File: src/rtl/seq_alu_pkg.sv
// Shared opcodes, FSM states and flag bit positions for the sequential ALU core.
package seq_alu_pkg;

  typedef enum logic [3:0] {
    OP_ADD = 4'd0,
    OP_SUB = 4'd1,
    OP_AND = 4'd2,
    OP_OR  = 4'd3,
    OP_XOR = 4'd4,
    OP_SHL = 4'd5,
    OP_SHR = 4'd6,
    OP_MUL = 4'd7,
    OP_DIV = 4'd8
  } op_e;

  typedef enum logic {
    ST_IDLE = 1'b0,
    ST_CALC = 1'b1
  } state_e;

  localparam int FLAG_Z = 3;
  localparam int FLAG_N = 2;
  localparam int FLAG_C = 1;
  localparam int FLAG_V = 0;

endpackage

File: src/rtl/seq_alu_muldiv.sv
// Iterative unsigned shift-add multiplier / restoring divider sharing one WIDTH-bit adder.
// hi_nxt/lo_nxt expose the post-iteration values so the caller can commit on the final step.
module seq_alu_muldiv
  import seq_alu_pkg::*;
#(
  parameter int WIDTH = 8
) (
  input  logic             clk,
  input  logic             rst_n,
  input  logic             ena,
  input  logic             load,
  input  logic             step,
  input  logic             div_mode,
  input  logic [WIDTH-1:0] a,
  input  logic [WIDTH-1:0] b,
  output logic             last,
  output logic [WIDTH-1:0] hi_nxt,
  output logic [WIDTH-1:0] lo_nxt
);

  localparam int CW = $clog2(WIDTH + 1);

  logic [CW-1:0]    cnt_q;
  logic [WIDTH-1:0] hi_q;
  logic [WIDTH-1:0] lo_q;
  logic [WIDTH-1:0] m_q;
  logic [WIDTH-1:0] div_rem;
  logic [WIDTH-1:0] add_x;
  logic [WIDTH-1:0] add_y;
  logic             add_cin;
  logic [WIDTH:0]   add_sum;
  logic             div_ok;

  // Divide: partial remainder shifted left with the next dividend bit; subtract via ~m + 1.
  assign div_rem = {hi_q[WIDTH-2:0], lo_q[WIDTH-1]};

  always_comb begin
    add_y   = div_mode ? div_rem : hi_q;
    add_x   = div_mode ? ~m_q : m_q;
    add_cin = div_mode;
  end

  assign add_sum = {1'b0, add_y} + {1'b0, add_x} + {{WIDTH{1'b0}}, add_cin};
  // The bit shifted out of hi makes the trial remainder exceed any divisor.
  assign div_ok  = hi_q[WIDTH-1] | add_sum[WIDTH];

  always_comb begin
    if (div_mode) begin
      hi_nxt = div_ok ? add_sum[WIDTH-1:0] : div_rem;
      lo_nxt = {lo_q[WIDTH-2:0], div_ok};
    end else if (lo_q[0]) begin
      hi_nxt = add_sum[WIDTH:1];
      lo_nxt = {add_sum[0], lo_q[WIDTH-1:1]};
    end else begin
      hi_nxt = {1'b0, hi_q[WIDTH-1:1]};
      lo_nxt = {hi_q[0], lo_q[WIDTH-1:1]};
    end
  end

  assign last = (cnt_q == CW'(1));

  always_ff @(posedge clk or negedge rst_n) begin
    if (!rst_n) begin
      cnt_q <= '0;
    end else if (ena) begin
      if (load) begin
        cnt_q <= CW'(WIDTH);
      end else if (step && (cnt_q != '0)) begin
        cnt_q <= cnt_q - CW'(1);
      end
    end
  end

  always_ff @(posedge clk) begin
    if (ena) begin
      if (load) begin
        hi_q <= '0;
        lo_q <= a;
        m_q  <= b;
      end else if (step) begin
        hi_q <= hi_nxt;
        lo_q <= lo_nxt;
      end
    end
  end

endmodule

File: src/rtl/seq_alu_core.sv
// Multi-cycle ALU core: IDLE/CALC FSM, single-cycle datapath, flag generation and
// registered results; MUL and non-zero DIV iterate in seq_alu_muldiv.
module seq_alu_core
  import seq_alu_pkg::*;
#(
  parameter int WIDTH = 8,
  parameter int SHW   = $clog2(WIDTH)
) (
  input  logic             clk,
  input  logic             rst_n,
  input  logic             ena,
  input  logic             start,
  input  logic [3:0]       op,
  input  logic [WIDTH-1:0] a,
  input  logic [WIDTH-1:0] b,
  output logic             busy,
  output logic             done,
  output logic [WIDTH-1:0] result_lo,
  output logic [WIDTH-1:0] result_hi,
  output logic [3:0]       flags,
  output logic             err
);

  localparam int MSB = WIDTH - 1;

  function automatic logic [3:0] mk_flags(input logic z, input logic n,
                                          input logic c, input logic v);
    logic [3:0] f;
    f         = '0;
    f[FLAG_Z] = z;
    f[FLAG_N] = n;
    f[FLAG_C] = c;
    f[FLAG_V] = v;
    return f;
  endfunction

  state_e           state_q;
  state_e           state_d;
  logic             div_q;
  logic             load;
  logic             step;
  logic             commit;
  logic             md_last;
  logic [WIDTH-1:0] md_hi;
  logic [WIDTH-1:0] md_lo;
  logic [WIDTH-1:0] nxt_lo;
  logic [WIDTH-1:0] nxt_hi;
  logic [3:0]       nxt_flags;
  logic             nxt_err;

  logic [SHW-1:0]   amt;
  logic [WIDTH:0]   add_w;
  logic [WIDTH:0]   sub_w;
  logic [WIDTH:0]   shl_w;
  logic [WIDTH:0]   shr_w;
  logic [WIDTH-1:0] sc_lo;
  logic             sc_c;
  logic             sc_v;
  logic             sc_err;

  assign amt   = b[SHW-1:0];
  assign add_w = {1'b0, a} + {1'b0, b};
  assign sub_w = {1'b0, a} - {1'b0, b};
  // One guard bit on each side catches the last bit shifted out.
  assign shl_w = {1'b0, a} << amt;
  assign shr_w = {a, 1'b0} >> amt;

  always_comb begin
    sc_lo  = '0;
    sc_c   = 1'b0;
    sc_v   = 1'b0;
    sc_err = 1'b0;
    case (op)
      OP_ADD: begin
        sc_lo = add_w[MSB:0];
        sc_c  = add_w[WIDTH];
        sc_v  = (a[MSB] == b[MSB]) && (add_w[MSB] != a[MSB]);
      end
      OP_SUB: begin
        sc_lo = sub_w[MSB:0];
        sc_c  = sub_w[WIDTH];
        sc_v  = (a[MSB] != b[MSB]) && (sub_w[MSB] != a[MSB]);
      end
      OP_AND: sc_lo = a & b;
      OP_OR:  sc_lo = a | b;
      OP_XOR: sc_lo = a ^ b;
      OP_SHL: begin
        sc_lo = shl_w[MSB:0];
        sc_c  = shl_w[WIDTH];
      end
      OP_SHR: begin
        sc_lo = shr_w[WIDTH:1];
        sc_c  = shr_w[0];
      end
      OP_MUL, OP_DIV: sc_err = 1'b0;
      default: sc_err = 1'b1;
    endcase
  end

  always_comb begin
    state_d   = state_q;
    load      = 1'b0;
    step      = 1'b0;
    commit    = 1'b0;
    nxt_lo    = result_lo;
    nxt_hi    = result_hi;
    nxt_flags = flags;
    nxt_err   = err;
    case (state_q)
      ST_IDLE: begin
        if (start) begin
          if ((op == OP_MUL) || ((op == OP_DIV) && (b != '0))) begin
            load    = 1'b1;
            state_d = ST_CALC;
          end else if (op == OP_DIV) begin
            // Divide by zero resolves immediately without iterating.
            commit    = 1'b1;
            nxt_lo    = '1;
            nxt_hi    = a;
            nxt_flags = mk_flags(1'b0, a[MSB], 1'b0, 1'b0);
            nxt_err   = 1'b1;
          end else begin
            commit    = 1'b1;
            nxt_lo    = sc_lo;
            nxt_hi    = '0;
            nxt_flags = sc_err ? 4'b0000 : mk_flags(sc_lo == '0, sc_lo[MSB], sc_c, sc_v);
            nxt_err   = sc_err;
          end
        end
      end
      ST_CALC: begin
        step = 1'b1;
        if (md_last) begin
          commit    = 1'b1;
          state_d   = ST_IDLE;
          nxt_lo    = md_lo;
          nxt_hi    = md_hi;
          nxt_flags = mk_flags({md_hi, md_lo} == '0, md_hi[MSB],
                               !div_q && (md_hi != '0), 1'b0);
          nxt_err   = 1'b0;
        end
      end
      default: state_d = ST_IDLE;
    endcase
  end

  always_ff @(posedge clk or negedge rst_n) begin
    if (!rst_n) begin
      state_q   <= ST_IDLE;
      div_q     <= 1'b0;
      done      <= 1'b0;
      result_lo <= '0;
      result_hi <= '0;
      flags     <= '0;
      err       <= 1'b0;
    end else if (ena) begin
      state_q <= state_d;
      done    <= commit;
      if (load) begin
        div_q <= (op == OP_DIV);
        err   <= 1'b0;
      end
      if (commit) begin
        result_lo <= nxt_lo;
        result_hi <= nxt_hi;
        flags     <= nxt_flags;
        err       <= nxt_err;
      end
    end
  end

  assign busy = (state_q == ST_CALC);

  seq_alu_muldiv #(
    .WIDTH(WIDTH)
  ) u_muldiv (
    .clk     (clk),
    .rst_n   (rst_n),
    .ena     (ena),
    .load    (load),
    .step    (step),
    .div_mode(div_q),
    .a       (a),
    .b       (b),
    .last    (md_last),
    .hi_nxt  (md_hi),
    .lo_nxt  (md_lo)
  );

endmodule
File: config.mk
export PLATFORM = sky130hd
export DESIGN_NAME = seq_alu_core
export DESIGN_NICKNAME = d
export VERILOG_FILES = /design/src/rtl/seq_alu_pkg.sv /design/src/rtl/seq_alu_muldiv.sv /design/src/rtl/seq_alu_core.sv
export SDC_FILE = /design/constraint.sdc
export NUM_CORES = 1
export LEC_CHECK = 0
export BUFFER_PORTS_ARGS = -buffer_cell sky130_fd_sc_hd__buf_2
export CAP_MARGIN = 20
export CORE_MARGIN = 2
export CORE_UTILIZATION = 29
export CTS_CLUSTER_DIAMETER = 80
export DETAILED_ROUTE_END_ITERATION = 6
export HOLD_SLACK_MARGIN = 0.02
export PLACE_DENSITY = 0.47
export SETUP_SLACK_MARGIN = 0.1
export SYNTH_ARGS = -nofsm -noshare
export SYNTH_HDL_FRONTEND = slang
export SYNTH_HIERARCHICAL = 1
export SYNTH_SLANG_ARGS = --single-unit
File: constraint.sdc
create_clock -name clk -period 4.4 [get_ports clk]
set_input_delay 0 -clock clk [delete_from_list [all_inputs] [get_ports clk]]
set_output_delay 0 -clock clk [all_outputs]
set_load 0.01 [all_outputs]
Word-level counts from Yosys, hierarchy flattened
Index checks and enable logic that the tools add are counted.
{"block": "word_totals", "regBits": 52, "input_bits": 24, "out_inout_bits": 23, "elab_cells": 114}
{"block": "op_classes", "add_sub_neg": 5, "n_eq_ne": 19, "n_shift": 2, "mux": 49, "bitwise": 6, "n_reduce_logical": 22}
{"cell": "$mux W8", "count": 18}
{"cell": "$pmux W8 S7", "count": 1}
{"cell": "$pmux W8 S2", "count": 2}
{"cell": "$mux W4", "count": 7}
{"cell": "$add A8 B8 Y9", "count": 2}
{"cell": "$eq A4 B3 Y1 const B", "count": 4}
{"cell": "$logic_not A16 Y1", "count": 1}
{"cell": "$reduce_bool A8 Y1", "count": 2}
{"cell": "$mux W1", "count": 15}
{"cell": "$reduce_and A5 Y1", "count": 2}
{"cell": "$add A9 B1 Y9", "count": 1}
{"cell": "$reduce_or A9 Y1", "count": 1}
{"cell": "$shl A8 B3 Y9", "count": 1}
{"cell": "$shr A9 B3 Y9", "count": 1}
{"cell": "$sub A8 B8 Y9", "count": 1}
{"cell": "$and A8 B8 Y8", "count": 1}
{"cell": "$eq A4 B1 Y1 const B", "count": 2}
{"cell": "$eq A4 B2 Y1 const B", "count": 2}
{"cell": "$logic_not A8 Y1", "count": 1}
{"cell": "$not A8 Y8", "count": 1}
{"cell": "$or A8 B8 Y8", "count": 1}
{"cell": "$pmux W1 S2", "count": 4}
{"cell": "$pmux W4 S2", "count": 1}
{"cell": "$xor A8 B8 Y8", "count": 1}
{"cell": "18 further kinds", "count": 30}

Logic depth before layout (Yosys ltp)
{"block": "logic_depth", "depth_word": 11, "mapped_depth": 17, "depth_no_buf": 14}

By module
Netlist, hierarchy kept.
{"module": "seq_alu_core", "instances": 1, "cells_per_inst": 406, "area_per_inst_um2": 3121.7, "seq_area_each_um2": 600.6}
{"module": "seq_alu_muldiv", "instances": 1, "cells_per_inst": 200, "area_per_inst_um2": 2085.8, "seq_area_each_um2": 820.8}

Least setup slack after synthesis
No wires, ideal clock.
{"block": "synth_path", "path_kind": "register to register", "from": "reg div_q", "to": "reg flags[1]", "setup_ps": 124, "t_arrival_ps": 3670, "required_time_ps": 4276, "slack_ps": 607, "stages_incl_launch_ff": 18, "path_buffers": 4, "period_less_slack_ps": 3793, "path_cell_list": "dfrtp_1 clkbuf_1 clkbuf_1 mux2_2 ha_1 buf_2 a211oi_1 o21ai_1 or2_1 buf_2 mux2i_1 a21oi_1 nor4_1 nand2_1 a32oi_1 nor2_1 a21oi_1 a21oi_1"}
{"block": "synth_between", "elab_chain_cells": 10, "elab_cells_between_ends": 13, "cone_classes": "2 x add/sub; 7 x mux; 1 x bitwise; 3 x reduce/logical"}
{"element": "start, declared", "line": "seq_alu_core.sv:39", "rtl": "logic div_q;"}
{"element": "start signal, assigned", "line": "seq_alu_core.sv:160", "rtl": "div_q <= (op == OP_DIV);"}
{"element": "$mux W8 (on tied branches)", "line": "seq_alu_muldiv.sv:38, seq_alu_muldiv.sv:39"}
{"element": "$add A8 B8 Y9", "line": "seq_alu_muldiv.sv:43", "rtl": "assign add_sum = {1'b0, add_y} + {1'b0, add_x} + {{WIDTH{1'b0}}, add_cin};"}
{"element": "$add A9 B1 Y9", "line": "seq_alu_muldiv.sv:43"}
{"element": "$or A1 B1 Y1", "line": "seq_alu_muldiv.sv:45", "rtl": "assign div_ok = hi_q[WIDTH-1] | add_sum[WIDTH];"}
{"element": "$mux W8", "line": "seq_alu_muldiv.sv:49", "rtl": "hi_nxt = div_ok ? add_sum[WIDTH-1:0] : div_rem;"}
{"element": "$mux W8 (*)", "line": "seq_alu_muldiv.sv:48", "rtl": "if (div_mode) begin"}
{"element": "via md_hi[2]", "line": "seq_alu_core.sv:44", "rtl": "logic [WIDTH-1:0] md_hi;"}
{"element": "$reduce_bool A8 Y1 (*)", "line": "seq_alu_core.sv:139", "rtl": "!div_q && (md_hi != '0), 1'b0);"}
{"element": "$logic_and A1 B1 Y1 (*)", "line": "seq_alu_core.sv:139"}
{"element": "$mux W4 (*)", "line": "seq_alu_core.sv:133", "rtl": "if (md_last) begin"}
{"element": "$pmux W4 S2 (*)", "line": "seq_alu_core.sv:109", "rtl": "case (state_q)"}
{"element": "end signal, assigned", "line": "seq_alu_core.sv:166", "rtl": "flags <= nxt_flags;"}
{"element": "end, declared", "line": "seq_alu_core.sv:20", "rtl": "output logic [3:0] flags,"}
The timed path passes the listed nets; every way through them passes the cells marked *. The select of a mux whose other input is x is not followed.
A chain may end at the register's enable or synchronous reset.

Worst setup path in the final report
Ends and elaborated chain as after synthesis.

==> impl_results.md <==
- Outcome: finished clean
- Mapped Area: 0.00521 mm²
- Total internal power: 1.39 mW
- Vias: 4,721
- Post-synthesis adder-cell area fraction: 0.0956
- CTS tree: built
- CTS max path bufs: 2
- Synth Area in Simple Gates: 0.181
- # diodes: 0
- H-tree depth: 2
- Max Cap Viol: 0
- 1st-iter DRT viols: 396
- Post-CTS setup buffers: 0
- Period minus WS final: 3.79 ns
- Horiz. Die Dim: 138 µm
- Fin. max-slew vios: 0
- Commonest cells after routing, fill and taps aside: a21oi_1 (51), nand2_1 (49), buf_2 (46)
- Worst Skew: 0.0125 ns
- Root Buffer: clkbuf_16
- DIE HEIGHT: 138 µm
- Fin crit share: 0.862
- Max Fclk: 264 MHz
- Tot GR Track Use: 0.173
- Seq cells post-synth: 52
- GR Util met2: 0.281
- Vias in the first global route: 4,766
- CP arrival: 3.99 ns
- Met3 Usage GRT: 0.0298
- Starting Density: 0.293
- Slew headroom: 0.478
- Predominant post-synthesis flop cell: dfrtp_1
- Detailed-router iteration count before antenna repair: 5
- Synth unique cells: 78
- Clock Latency Late Sink: 0.31 ns
- Worst hold path type: input port to flip-flop
- Synth Area in Compound Gates: 0.247
- Most crowded layer after global routing: met2
- Kind of end point of the critical path: flip-flop
- Tightest Pin Transition: 0.782 ns
- Total negative slack: 0 ns
- Asr flop ratio synth: 0.538
- RSZ-0062 raised after global routing: no
- Power Density: 430 mW/mm²
- Layout cells sized above 1: 0.172
- Total CTS buffers: 5
- Area grow syn2layout: 10.7%
- R2r setup slk: 0.61 ns
- Final cell count without fillers: 858
- GR Util met1: 0.225
- # IOs: 47
- Critical Path RT: 4.59 ns
- Clock sink count: 52
- Congestion Overflow GR: 0
- Placer congestion estimate: 0.915
- Synth Area in XOR/XNOR: 0.0320
- Post-synth EDFFs: 24
- Leak pwr: 2.44 nW
- Std cell rows: 49
- Final WL: 16,600 µm
- IO Port Bufs: 46
- Final #Nets: 690
- Clk pin slew, worst setup/hold paths: 0.08 ns
- Seq pwr share: 0.321
- Final setup vio count: 0
- Seq/Total Area, Yosys: 0.273
- DP Cell Count: 845
- Sw Ratio: 0.439
- Ys Warns: 6
- Largest family of logic cells by synthesized area: compound AO/OA/AOI/OAI gates
- Kind of critical path: flip-flop to flip-flop
- Post-synthesis mux area share: 0.105
- CP Max Fanout: 19
- Mapped Cells: 606
- Post-DRT Antenna Nets: 0
- Commonest non-fill, non-tap cell in the layout: a21oi_1
- Via density: 5.50
- Clock power frac: 0.172
- Final HPWL DP: 12,700 µm
- Endpoints failing hold: 0
- Logic gate share of total power: 0.506
- Synthesized area per cell: 8.59 µm²
- Syn nets: 668
- # DRC: 0
- Initial antenna violation count: 0
- Worst IR Drop VDD: 0.000167 V
- Largest net degree at the start of global routing: 47
- Core footprint: 0.0178 mm²
- Switch Pwr: 1.09 mW
- Startpoint Class: flip-flop
- First-pass GRT wire length: 26,600 µm
- Die footprint: 0.0190 mm²
- Overall power: 2.48 mW
- Routed len/inst: 19.3 µm
## kinds of logic after synthesis
group	Yosys count
flops	52
mux	47
xor+xnor	19
compound gates	193
buf+inv	77
simple gates	180
fa+ha+maj	38
## layer usage
layer  share of wire  vias up  wire (µm)
met5               0        -          0
met4           0.044        0        729
met3           0.039       39        653
met2            0.46      138       7670
met1            0.45     2261       7510
li1                -     2283          -
## worst max-delay path, stage by stage (launching register included)
cell	delay, ns
dfrtp_2	0.65
mux2_2	0.39
ha_1	0.46
a21oi_1	0.12
a21oi_1	0.32
or2_1	0.38
mux2i_1	0.28
a22oi_1	0.14
nor4_1	0.29
nand2_1	0.16
a32oi_1	0.22
nor2_1	0.06
a21oi_1	0.15
a21oi_1	0.06
## cells in the mapped netlist (4+ instances only)
library cell / count / share of area
a211oi_1: 22 / 0.032
a21o_1: 13 / 0.019
a21oi_1: 51 / 0.049
a221o_1: 4 / 0.0077
a221oi_1: 7 / 0.012
a31o_2: 5 / 0.0084
a31oi_1: 5 / 0.0060
and2_1: 7 / 0.0084
and3_1: 6 / 0.0072
buf_2: 19 / 0.018
buf_4: 5 / 0.0072
clkbuf_1: 14 / 0.010
dfrtp_1: 28 / 0.13
edfxtp_1: 24 / 0.14
ha_1: 35 / 0.084
inv_1: 33 / 0.024
mux2_2: 27 / 0.058
mux2i_1: 15 / 0.029
nand2_1: 49 / 0.035
nand2b_1: 9 / 0.011
nand3_1: 14 / 0.013
nand4_1: 4 / 0.0048
nor2_1: 35 / 0.025
nor2b_1: 11 / 0.013
nor3_1: 19 / 0.018
nor4_1: 4 / 0.0048
o21ai_0: 39 / 0.037
o21ai_1: 5 / 0.0048
o22ai_1: 8 / 0.0096
xnor2_1: 8 / 0.013
xor2_1: 11 / 0.019
## final timing paths
path                                        end  depth (start not counted)          from
min in group asynchronous          result_hi[0]                          2         rst_n
worst max-delay path                   flags[1]                         13         div_q
worst min-delay path            u_muldiv/m_q[4]                          1          b[4]
worst max register to register         flags[1]                         13         div_q
max in group asynchronous                 div_q                          2         rst_n
worst min register to register     result_lo[5]                          1  result_lo[5]
## layout make-up
type | instances | area [µm²]
clock inverter | 3 | 28.8
inverter | 34 | 128
fill | 1900 | 12000
sequential | 52 | 1420
tap | 229 | 287
multi-input combinational | 477 | 3440
clock buffer | 5 | 125
timing repair buffer | 58 | 333
## registers in the layout, indices dropped and copies added (netlist names)
signal,cells
busy,1
div_q,1
done,1
err,1
flags,4
result_hi,8
result_lo,8
u_muldiv/cnt_q,4
u_muldiv/hi_q,8
u_muldiv/lo_q,8
u_muldiv/m_q,8
## metrics by stage
stage / hold WS, ns / setup WS (ns) / utilization / instance area (µm²)
6_report: 0.0304 / 0.608 / 0.324 / 5760
2_1_floorplan: -0.296 / 0.607 / - / 5210
4_1_cts: 0.0216 / 0.323 / 0.324 / 5760
3_3_place_gp: 0.0648 / 0.429 / 0.313 / 5560
3_5_place_dp: 0.0624 / 0.330 / 0.313 / 5560
5_1_grt: 0.0384 / 0.301 / 0.324 / 5760
## power by group through the flow
stage          clock network (mW)  registers, mW  logic, mW
2_1_floorplan                   0          0.809      0.847
3_3_place_gp                    0          0.804       1.24
3_5_place_dp                    0          0.807       1.24
4_1_cts                     0.431          0.798       1.25
5_1_grt                     0.455          0.814       1.39
6_report                    0.427          0.795       1.25
## what timing repair did
item / in CTS / in global routing
resized for setup: 0 / 1
hold buffers: 5 / 0
setup endpoints to repair: 0 / 1
endpoints found under the hold margin: 32 / 0
Note: power is estimated with default switching activity, not from simulation.
